[config.mk]
export PLATFORM = sky130hd
export DESIGN_NAME = lsp_cb_search
export DESIGN_NICKNAME = d
export VERILOG_FILES = /design/src/rtl/lsp_quant_pkg.sv /design/src/rtl/lsp_err_calc.sv /design/src/rtl/lsp_cb_search.sv
export SDC_FILE = /design/constraint.sdc
export NUM_CORES = 1
export LEC_CHECK = 0
export CAP_MARGIN = 40
export CORE_MARGIN = 5
export CORE_UTILIZATION = 60
export CTS_CLUSTER_DIAMETER = 80
export CTS_CLUSTER_SIZE = 24
export DETAILED_ROUTE_END_ITERATION = 16
export GPL_TIMING_DRIVEN = 0
export PLACE_DENSITY = 0.91
export SLEW_MARGIN = 10
export SYNTH_ARGS = -nofsm -noshare
export SYNTH_HDL_FRONTEND = slang
export SYNTH_HIERARCHICAL = 1
export SYNTH_SLANG_ARGS = --single-unit
[constraint.sdc]
create_clock -name clk -period 9.3 [get_ports clk]
set_input_delay 2.79 -clock clk [delete_from_list [all_inputs] [get_ports clk]]
set_output_delay 2.79 -clock clk [all_outputs]
set_load 0.05 [all_outputs]
[src/rtl/lsp_quant_pkg.sv]
// Shared constants, state encoding and helpers for the scalar LSP codebook search.
// LSP_CB_SEARCH_SQERR_EN selects the squared-error metric (one extra pipeline stage).
package lsp_quant_pkg;

  localparam int N      = 32;
  localparam int IDXW   = 4;
  localparam int NUM_CB = 10;

  localparam logic [N-1:0] ERR_MAX = 32'hFFFF_FFFF;

  localparam int CB_SIZE [0:NUM_CB-1] = '{16, 16, 16, 16, 16, 16, 16, 8, 8, 4};

`ifdef LSP_CB_SEARCH_SQERR_EN
  localparam int ERR_LAT = 1;
`else
  localparam int ERR_LAT = 0;
`endif

  // Cycles spent in DRAIN waiting for the last entry to reach the comparator.
  localparam int DRAIN_CYC = 1 + ERR_LAT;

  typedef enum logic [1:0] {
    ST_IDLE   = 2'd0,
    ST_ISSUE  = 2'd1,
    ST_DRAIN  = 2'd2,
    ST_FINISH = 2'd3
  } state_e;

  function automatic logic [3:0] clamp_sel(input logic [3:0] sel);
    return (sel > 4'd9) ? 4'd9 : sel;
  endfunction

  function automatic logic [IDXW-1:0] last_addr(input logic [3:0] sel);
    logic [IDXW-1:0] r;
    r = '0;
    for (int i = 0; i < NUM_CB; i++) begin
      if (sel == 4'(i)) r = IDXW'(CB_SIZE[i] - 1);
    end
    return r;
  endfunction

endpackage

[src/rtl/lsp_err_calc.sv]
// Error metric for one codebook entry: |cb - target| saturated, or under
// LSP_CB_SEARCH_SQERR_EN a registered (cb - target)^2 in Q.16 with saturation.
module lsp_err_calc
  import lsp_quant_pkg::*;
(
  input  logic            clk,
  input  logic            rst,
  input  logic            in_valid,
  input  logic [IDXW-1:0] in_idx,
  input  logic [N-1:0]    cb,
  input  logic [N-1:0]    target,
  output logic            out_valid,
  output logic [IDXW-1:0] out_idx,
  output logic [N-1:0]    err
);

  logic signed [N:0] diff;
  logic [N:0]        mag;

  assign diff = $signed({cb[N-1], cb}) - $signed({target[N-1], target});
  assign mag  = diff[N] ? (N+1)'(-diff) : (N+1)'(diff);

`ifdef LSP_CB_SEARCH_SQERR_EN
  logic [2*N+1:0]  sq;
  logic [N-1:0]    sq_sat;
  logic            valid_q, valid_d;
  logic [IDXW-1:0] idx_q, idx_d;
  logic [N-1:0]    err_q, err_d;

  assign sq     = {{(N+1){1'b0}}, mag} * {{(N+1){1'b0}}, mag};
  // Drop 16 fraction bits of the Q.32 product; anything above bit N+15 overflows.
  assign sq_sat = (|sq[2*N+1:N+16]) ? ERR_MAX : sq[N+15:16];

  always_comb begin
    valid_d = in_valid;
    idx_d   = in_idx;
    err_d   = sq_sat;
  end

  always_ff @(posedge clk) begin
    if (rst) begin
      valid_q <= 1'b0;
      idx_q   <= '0;
      err_q   <= '0;
    end else begin
      valid_q <= valid_d;
      idx_q   <= idx_d;
      err_q   <= err_d;
    end
  end

  assign out_valid = valid_q;
  assign out_idx   = idx_q;
  assign err       = err_q;
`else
  logic unused_clk_rst;

  assign unused_clk_rst = clk ^ rst;
  assign out_valid      = in_valid;
  assign out_idx        = in_idx;
  assign err            = mag[N] ? ERR_MAX : mag[N-1:0];
`endif

endmodule

[src/rtl/lsp_cb_search.sv]
// Scalar LSP quantiser search: sweeps one codebook through cbselect and returns the
// nearest entry. LSP_CB_SEARCH_SQERR_EN switches to squared error (+1 cycle latency).
module lsp_cb_search
  import lsp_quant_pkg::*;
(
  input  logic            clk,
  input  logic            rst,
  input  logic            start,
  input  logic [3:0]      cb_sel_in,
  input  logic [N-1:0]    target,
  output logic [3:0]      cb_select,
  output logic [IDXW-1:0] cb_addr,
  input  logic [N-1:0]    cb_data,
  output logic            busy,
  output logic            done,
  output logic [IDXW-1:0] best_index,
  output logic [N-1:0]    best_error
);

  state_e          state_q, state_d;
  logic [3:0]      sel_q, sel_d;
  logic [IDXW-1:0] addr_q, addr_d;
  logic [IDXW-1:0] last_q, last_d;
  logic [N-1:0]    tgt_q, tgt_d;
  logic [1:0]      drain_q, drain_d;

  logic            s1_valid_q, s1_valid_d;
  logic [IDXW-1:0] s1_idx_q, s1_idx_d;
  logic [N-1:0]    s1_data_q, s1_data_d;

  logic [IDXW-1:0] run_idx_q, run_idx_d;
  logic [N-1:0]    run_err_q, run_err_d;
  logic [IDXW-1:0] best_index_q, best_index_d;
  logic [N-1:0]    best_error_q, best_error_d;

  logic            e_valid;
  logic [IDXW-1:0] e_idx;
  logic [N-1:0]    e_err;

  lsp_err_calc u_err (
    .clk       (clk),
    .rst       (rst),
    .in_valid  (s1_valid_q),
    .in_idx    (s1_idx_q),
    .cb        (s1_data_q),
    .target    (tgt_q),
    .out_valid (e_valid),
    .out_idx   (e_idx),
    .err       (e_err)
  );

  always_comb begin
    state_d      = state_q;
    sel_d        = sel_q;
    addr_d       = addr_q;
    last_d       = last_q;
    tgt_d        = tgt_q;
    drain_d      = drain_q;
    s1_valid_d   = 1'b0;
    s1_idx_d     = s1_idx_q;
    s1_data_d    = s1_data_q;
    run_idx_d    = run_idx_q;
    run_err_d    = run_err_q;
    best_index_d = best_index_q;
    best_error_d = best_error_q;

    // Entry 0 seeds the running minimum; strict less-than keeps the lowest index on ties.
    if (e_valid && ((e_idx == '0) || (e_err < run_err_q))) begin
      run_idx_d = e_idx;
      run_err_d = e_err;
    end

    case (state_q)
      ST_IDLE: begin
        if (start) begin
          sel_d   = clamp_sel(cb_sel_in);
          last_d  = last_addr(clamp_sel(cb_sel_in));
          tgt_d   = target;
          addr_d  = '0;
          state_d = ST_ISSUE;
        end
      end
      ST_ISSUE: begin
        s1_valid_d = 1'b1;
        s1_idx_d   = addr_q;
        s1_data_d  = cb_data;
        if (addr_q == last_q) begin
          drain_d = '0;
          state_d = ST_DRAIN;
        end else begin
          addr_d = addr_q + IDXW'(1);
        end
      end
      ST_DRAIN: begin
        // The last compare resolves in this cycle, so publish its outcome directly.
        if (drain_q == 2'(DRAIN_CYC - 1)) begin
          best_index_d = run_idx_d;
          best_error_d = run_err_d;
          state_d      = ST_FINISH;
        end else begin
          drain_d = drain_q + 2'd1;
        end
      end
      ST_FINISH: state_d = ST_IDLE;
      default:   state_d = ST_IDLE;
    endcase
  end

  always_ff @(posedge clk) begin
    if (rst) begin
      state_q      <= ST_IDLE;
      sel_q        <= '0;
      addr_q       <= '0;
      last_q       <= '0;
      tgt_q        <= '0;
      drain_q      <= '0;
      s1_valid_q   <= 1'b0;
      s1_idx_q     <= '0;
      s1_data_q    <= '0;
      run_idx_q    <= '0;
      run_err_q    <= '0;
      best_index_q <= '0;
      best_error_q <= '0;
    end else begin
      state_q      <= state_d;
      sel_q        <= sel_d;
      addr_q       <= addr_d;
      last_q       <= last_d;
      tgt_q        <= tgt_d;
      drain_q      <= drain_d;
      s1_valid_q   <= s1_valid_d;
      s1_idx_q     <= s1_idx_d;
      s1_data_q    <= s1_data_d;
      run_idx_q    <= run_idx_d;
      run_err_q    <= run_err_d;
      best_index_q <= best_index_d;
      best_error_q <= best_error_d;
    end
  end

  assign cb_select  = sel_q;
  assign cb_addr    = addr_q;
  assign busy       = (state_q == ST_ISSUE) || (state_q == ST_DRAIN);
  assign done       = (state_q == ST_FINISH);
  assign best_index = best_index_q;
  assign best_error = best_error_q;

endmodule

Word level (Yosys, flattened, before mapping)
Cells that the tools add are included.
{"block": "word_totals", "ram_bits": 0, "latch_bits": 0, "register_bits": 157, "n_memories": 0, "wordCells": 77, "out_inout_bits": 46, "rom_bits": 0, "in_bits": 71}
{"block": "op_classes", "div": 0, "eq_ne": 18, "order_cmp": 2, "reduce_logical": 14, "shifts": 0, "n_addsub": 4, "n_bitwise": 0, "multipliers": 0, "n_mux": 26}
{"operator": "$mux W32", "count": 2}
{"operator": "$mux W4", "count": 14}
{"operator": "$mux W33", "count": 1}
{"operator": "$neg A33 Y33", "count": 1}
{"operator": "$sub A32 B32 Y33", "count": 1}
{"operator": "$lt A32 B32 Y1", "count": 1}
{"operator": "$eq A4 B3 Y1 const B", "count": 4}
{"operator": "$mux W2", "count": 5}
{"operator": "$ne A2 B2 Y1 const B", "count": 5}
{"operator": "$reduce_and A3 Y1", "count": 3}
{"operator": "$eq A4 B2 Y1 const B", "count": 2}
{"operator": "$eq A4 B4 Y1 const B", "count": 2}
{"operator": "$logic_not A4 Y1", "count": 2}
{"operator": "$pmux W2 S4", "count": 1}
{"operator": "$pmux W4 S2", "count": 1}
{"operator": "$add A4 B1 Y4 const B", "count": 1}
{"operator": "$eq A2 B2 Y1 const B", "count": 2}
{"operator": "$eq A4 B1 Y1 const B", "count": 1}
{"operator": "$eq A4 B4 Y1", "count": 1}
{"operator": "$gt A4 B4 Y1 const B", "count": 1}
{"operator": "$logic_not A2 Y1", "count": 2}
{"operator": "$pmux W2 S2", "count": 1}
{"operator": "$reduce_and A2 Y1", "count": 2}
{"operator": "$reduce_bool A2 Y1", "count": 2}
{"operator": "5 further kinds", "count": 6}

Longest topological paths before layout
{"block": "depth", "ltp_word": 13, "mapped_depth": 24, "mapped_depth_nobuf": 20}

Cells and area by module
The synthesis kept the hierarchy.
{"mod": "lsp_cb_search", "cells_per_inst": 788, "area_each_um2": 7155.6, "n_inst": 1}
{"mod": "lsp_err_calc", "cells_per_inst": 487, "area_each_um2": 3208.1, "n_inst": 1}

Worst setup path before layout
OpenSTA, ideal clock, no wires.
{"block": "synth_timing", "path_type": "register to register", "startpoint": "register s1_data_q[0]", "endpoint": "register best_index_q[1] (netlist: best_index[1])", "slack_ns": 4.234, "path_buffers": 2, "path_stages_with_launch": 23, "t_arrival_ns": 4.911, "required_time_ns": 9.146, "period_less_slack_ns": 5.066, "path_cell_list": "dfxtp_1 inv_1 ha_1 fa_1 nand2b_1 a21o_1 a2111o_1 nand3b_1 nand2_1 xnor2_1 or3_1 buf_6 or2_0 or3_1 a22oi_1 ha_1 nand4_1 inv_1 a2111oi_1 o21ai_1 clkbuf_1 a2bb2oi_1 a311oi_2"}
{"block": "synth_between", "elab_chain_cells": 8}
{"item": "from (decl)", "line_no": "lsp_cb_search.sv:29", "source": "logic [N-1:0] s1_data_q, s1_data_d;"}
{"item": "from (signal assigned)", "line_no": "lsp_cb_search.sv:133", "source": "s1_data_q <= s1_data_d;"}
{"item": "$sub A32 B32 Y33 (*)", "line_no": "lsp_err_calc.sv:20", "source": "assign diff = $signed({cb[N-1], cb}) - $signed({target[N-1], target});"}
{"item": "$neg A33 Y33", "line_no": "lsp_err_calc.sv:21", "source": "assign mag = diff[N] ? (N+1)'(-diff) : (N+1)'(diff);"}
{"item": "$mux W33 (*)", "line_no": "lsp_err_calc.sv:21"}
{"item": "$mux W32 (*)", "line_no": "lsp_err_calc.sv:61", "source": "assign err = mag[N] ? ERR_MAX : mag[N-1:0];"}
{"item": "named net e_err[30]", "line_no": "lsp_cb_search.sv:38", "source": "logic [N-1:0] e_err;"}
{"item": "$lt A32 B32 Y1 (*)", "line_no": "lsp_cb_search.sv:68", "source": "if (e_valid && ((e_idx == '0) || (e_err < run_err_q))) begin"}
{"item": "$logic_or A1 B1 Y1 (*)", "line_no": "lsp_cb_search.sv:68"}
{"item": "$logic_and A1 B1 Y1 (*)", "line_no": "lsp_cb_search.sv:68"}
{"item": "$mux W4 (*)", "line_no": "lsp_cb_search.sv:68"}
{"item": "to (signal assigned)", "line_no": "lsp_cb_search.sv:136", "source": "best_index_q <= best_index_d;"}
{"item": "to (decl)", "line_no": "lsp_cb_search.sv:33", "source": "logic [IDXW-1:0] best_index_q, best_index_d;"}
The timed path passes the listed nets; every way through them passes the cells marked *.
A chain may end at the register's enable or synchronous reset.

Final worst setup path
{"block": "layout_timing", "startpoint": "register s1_data_q[0]", "endpoint": "register best_error_q[16] (netlist: best_error[16])"}
{"block": "layout_between", "elab_chain_cells": 8}
{"item": "$sub A32 B32 Y33 (*)", "line_no": "lsp_err_calc.sv:20"}
{"item": "$neg A33 Y33", "line_no": "lsp_err_calc.sv:21"}
{"item": "$mux W33 (*)", "line_no": "lsp_err_calc.sv:21"}
{"item": "$mux W32 (*)", "line_no": "lsp_err_calc.sv:61"}
{"item": "named net e_err[31]", "line_no": "lsp_cb_search.sv:38"}
{"item": "$lt A32 B32 Y1 (*)", "line_no": "lsp_cb_search.sv:68"}
{"item": "$logic_or A1 B1 Y1 (*)", "line_no": "lsp_cb_search.sv:68"}
{"item": "$logic_and A1 B1 Y1 (*)", "line_no": "lsp_cb_search.sv:68"}
{"item": "$mux W32 (*)", "line_no": "lsp_cb_search.sv:68"}
{"item": "to (signal assigned)", "line_no": "lsp_cb_search.sv:137", "source": "best_error_q <= best_error_d;"}
{"item": "to (decl)", "line_no": "lsp_cb_search.sv:34", "source": "logic [N-1:0] best_error_q, best_error_d;"}
Marked as above.

==> flow_summary_export.csv <==
group,metric,value,unit
timing,tightest_slew,0.808,ns
placement,port_buffers,115,
critical_path,reg2reg_to,"best_error[16]$_SDFFE_PP0P_",
timing,grt_setup_unrepaired,"no",
detailed_routing,firstDrtPassIters,5,
synth,synth_flop_cell,"dfxtp_1",
detailed_routing,via_per_inst,6.08,
synth,async_flop_share,0,
final_layout,layout_common_cells,"dfxtp_1 (156), nand2_1 (150), nor2_1 (117)",
global_route,grt_usage,0.277,
synth,synthMuxAreaShare,0.0407,
timing,fin_ws,2.96,ns
placement,hpwl,21.3,mm
critical_path,worstPathMaxFanout,10,
timing,slew_headroom,0.461,
die,die_y,141,µm
cts,cts_resized,0,
final_layout,final_common_cell,"dfxtp_1",
timing,hold_violations,0,
critical_path,r2r_slack,2.96,ns
worst_hold_path,hp-start,"tgt_q[15]$_SDFFE_PP0P_",
synth,ys_warn_count,6,
final_layout,diodes,0,
die,die_w,141,µm
global_route,grt_max_degree,17,
critical_path,cp.required,9.59,ns
synth,synth_top_family_by_area,"compound AO/OA/AOI/OAI gates",
final_layout,drive_gt1_frac,0.0914,
timing,min_period_over_period,0.682,
die,design.die.area,20000,µm²
detailed_routing,drt-total-wl,28.2,mm
die,start_util,0.605,
timing,finalSetupViolCount,0,
timing,fin_tns_setup,0,ns
placement,finalWeightedCongestion,0.967,
detailed_routing,post_drt_wl_per_cell,17.1,µm
synth,synth_fa_ha_area_frac,0.0876,
placement,pre_cts_slack,3.16,ns
cts,cts_tree,"built",
timing,timing.hold.ws,0.456,ns
timing,slew_violations,0,
synth,synth_compound_area_frac,0.268,
cts,cts_hold_buf,0,
synth,synth_cell_types,82,
worst_hold_path,hp-class,"flip-flop to flip-flop",
die,top_level_ports,117,
worst_hold_path,holdPathStages,2,
synth,ys_seq_elements,156,
final_layout,final_nets,1553,
synth,syn_area,10400,µm²
worst_hold_path,hold_end,"tgt_q[15]$_SDFFE_PP0P_",
detailed_routing,drc,0,
synth,synth_edf_count,0,
timing,finalClockSkew,0.00804,ns
cts,post_cts_buffers,0,
global_route,overflow,0,
final_layout,area_delta_synth_final,19.9,%
cts,clk_latency,0.43,ns
die,row_count,48,
cts,clkTransAtPathRegs,0.06,ns
cts,h-tree-depth,4,
timing,period_needed,6.34,ns
detailed_routing,drt_iter0_markers,790,
final_layout,seq_area,3120,µm²
global_route,grt_pass1_wl,45.9,mm
cts,numCtsBuffers,17,
detailed_routing,final_antenna_net_count,0,
critical_path,critPathLaunchType,"flip-flop",
outcome,status,"finished, final reports clean",
critical_path,end_kind,"flip-flop",
flow_run,maxCapViolCount,0,
die,core,17100,µm²
synth,syn_area_per_cell,8.13,µm²
detailed_routing,vias,10000,
cts,cts.path.max_buffers,2,
synth,synthCells,1275,
critical_path,r2r_start,"s1_data_q[0]$_SDFFE_PP0P_",
synth,synth_xor_area_frac,0.0472,
cts,root_buffer,"clkbuf_16",
critical_path,cp.arrival,6.63,ns
final_layout,nFillCells,1306,
synth,synth_fp_nets,1418,
critical_path,reg2reg_depth,21,
timing,fmax,158,MHz
critical_path,path_class,"flip-flop to flip-flop",
global_route,antenna_found_initial,0,
global_route,grt_pass1_vias,9600,
synth,seq_area_frac_synth,0.301,
final_layout,multiInputGateArea,6490,µm²
synth,synth-simple-area-share,0.182,
cts,cts_sinks,156,
-- how the worst max path moves through the flow --
stage | startpoint | endpoint | slack, ns | cells after the start
floorplan | s1_data_q[0]$_SDFFE_PP0P_ | best_index[1]$_SDFFE_PP0P_ | 4.23 | 22
global placement | s1_data_q[0]$_SDFFE_PP0P_ | best_error[26]$_SDFFE_PP0P_ | 3.26 | 20
detailed placement | s1_data_q[0]$_SDFFE_PP0P_ | best_error[26]$_SDFFE_PP0P_ | 3.16 | 20
CTS | s1_data_q[0]$_SDFFE_PP0P_ | best_error[26]$_SDFFE_PP0P_ | 3.14 | 20
global route | s1_data_q[0]$_SDFFE_PP0P_ | best_error[3]$_SDFFE_PP0P_ | 2.63 | 21
finish | s1_data_q[0]$_SDFFE_PP0P_ | best_error[16]$_SDFFE_PP0P_ | 2.96 | 21
-- critical path, stage by stage, from the launching register on --
cell,delay [ns]
dfxtp_1,0.33
inv_1,0.05
ha_1,0.20
fa_1,0.41
nand2b_1,0.25
a21oi_1,0.23
o21ai_1,0.19
o41ai_1,0.55
o21ai_0,0.25
a22oi_2,0.25
nand4_1,0.28
nor4_1,0.51
a31oi_1,0.13
mux2_2,0.31
ha_1,0.30
nand4_1,0.15
inv_1,0.07
a2111oi_1,0.55
o21ai_1,0.38
clkbuf_1,0.34
a2bb2oi_1,0.35
a311oi_2,0.14
-- layer usage --
layer  global-route usage  up-vias  routed length, µm
met1                0.346     4669              12000
li1                     -     4836                  -
met5                    0        -                  0
met2                0.483      446              13600
met3               0.0489       76               1870
met4               0.0929        0                697
-- synth_stat cells, types with 4 or more instances --
| library cell | instances | area [µm²] |
|---|---|---|
| a211oi_1 | 7 | 52.6 |
| a21boi_0 | 4 | 30.0 |
| a21o_1 | 11 | 82.6 |
| a21oi_1 | 115 | 576 |
| a21oi_2 | 8 | 70.1 |
| a22oi_1 | 5 | 37.5 |
| a2bb2oi_1 | 36 | 315 |
| a311oi_1 | 11 | 96.3 |
| a311oi_2 | 26 | 390 |
| a31oi_1 | 7 | 43.8 |
| and2_1 | 5 | 31.3 |
| and3_1 | 6 | 37.5 |
| buf_1 | 6 | 22.5 |
| buf_2 | 14 | 70.1 |
| buf_4 | 11 | 82.6 |
| buf_6 | 7 | 78.8 |
| clkbuf_1 | 52 | 195 |
| dfxtp_1 | 156 | 3120 |
| ha_1 | 71 | 888 |
| inv_1 | 81 | 304 |
| mux2i_1 | 41 | 410 |
| nand2_1 | 150 | 563 |
| nand2b_1 | 8 | 50.1 |
| nand3_1 | 50 | 250 |
| nand3b_1 | 4 | 30.0 |
| nand4_1 | 21 | 131 |
| nor2_1 | 117 | 439 |
| nor2b_1 | 8 | 50.1 |
| nor3_1 | 9 | 45.0 |
| o211ai_1 | 31 | 233 |
| o211ai_2 | 11 | 138 |
| o21a_1 | 11 | 82.6 |
| o21ai_0 | 34 | 170 |
| o21ai_1 | 7 | 35.0 |
| o31ai_1 | 6 | 45.0 |
| o41ai_1 | 4 | 35.0 |
| or2_1 | 4 | 25.0 |
| or2_2 | 4 | 25.0 |
| or3_1 | 6 | 37.5 |
| xnor2_1 | 31 | 272 |
| xor2_1 | 23 | 201 |
-- flip-flops by register name, summed over array words and instances (netlist names), 3 cells and up --
name	count
cb_addr	4
last_q	3
cb_select	4
run_err_q	32
best_error	32
tgt_q	32
best_index	4
run_idx_q	4
s1_data_q	32
s1_idx_q	4
-- cell families after synthesis --
group,after synthesis
AND/OR/NAND/NOR,411
buffers and inverters,171
adder cells (fa/ha/maj),72
AO/OA/AOI/OAI,368
flip-flops,156
multiplexers,42
XOR/XNOR,55
-- per-stage QoR --
stage | utilization | cell area, µm² | cells
after global routing | 0.726 | 12400 | 1648
after global placement | 0.689 | 11800 | 1615
final | 0.726 | 12400 | 1648
after floorplan | - | 10400 | 1275
after detailed placement | 0.690 | 11800 | 1616
after CTS | 0.726 | 12400 | 1648
-- cell type report --
cell class,count,area share
Inverter,81,0.0245
Multi-Input combinational cell,948,0.522
Clock buffer,25,0.0415
Clock inverter,7,0.00806
Sequential cell,156,0.251
Timing Repair Buffer,116,0.0936
Buffer,90,0.0362
Tap cell,225,0.0227
Power is not shown: default switching activity piles up to over one toggle a cycle in this logic, so the estimate is an artifact.
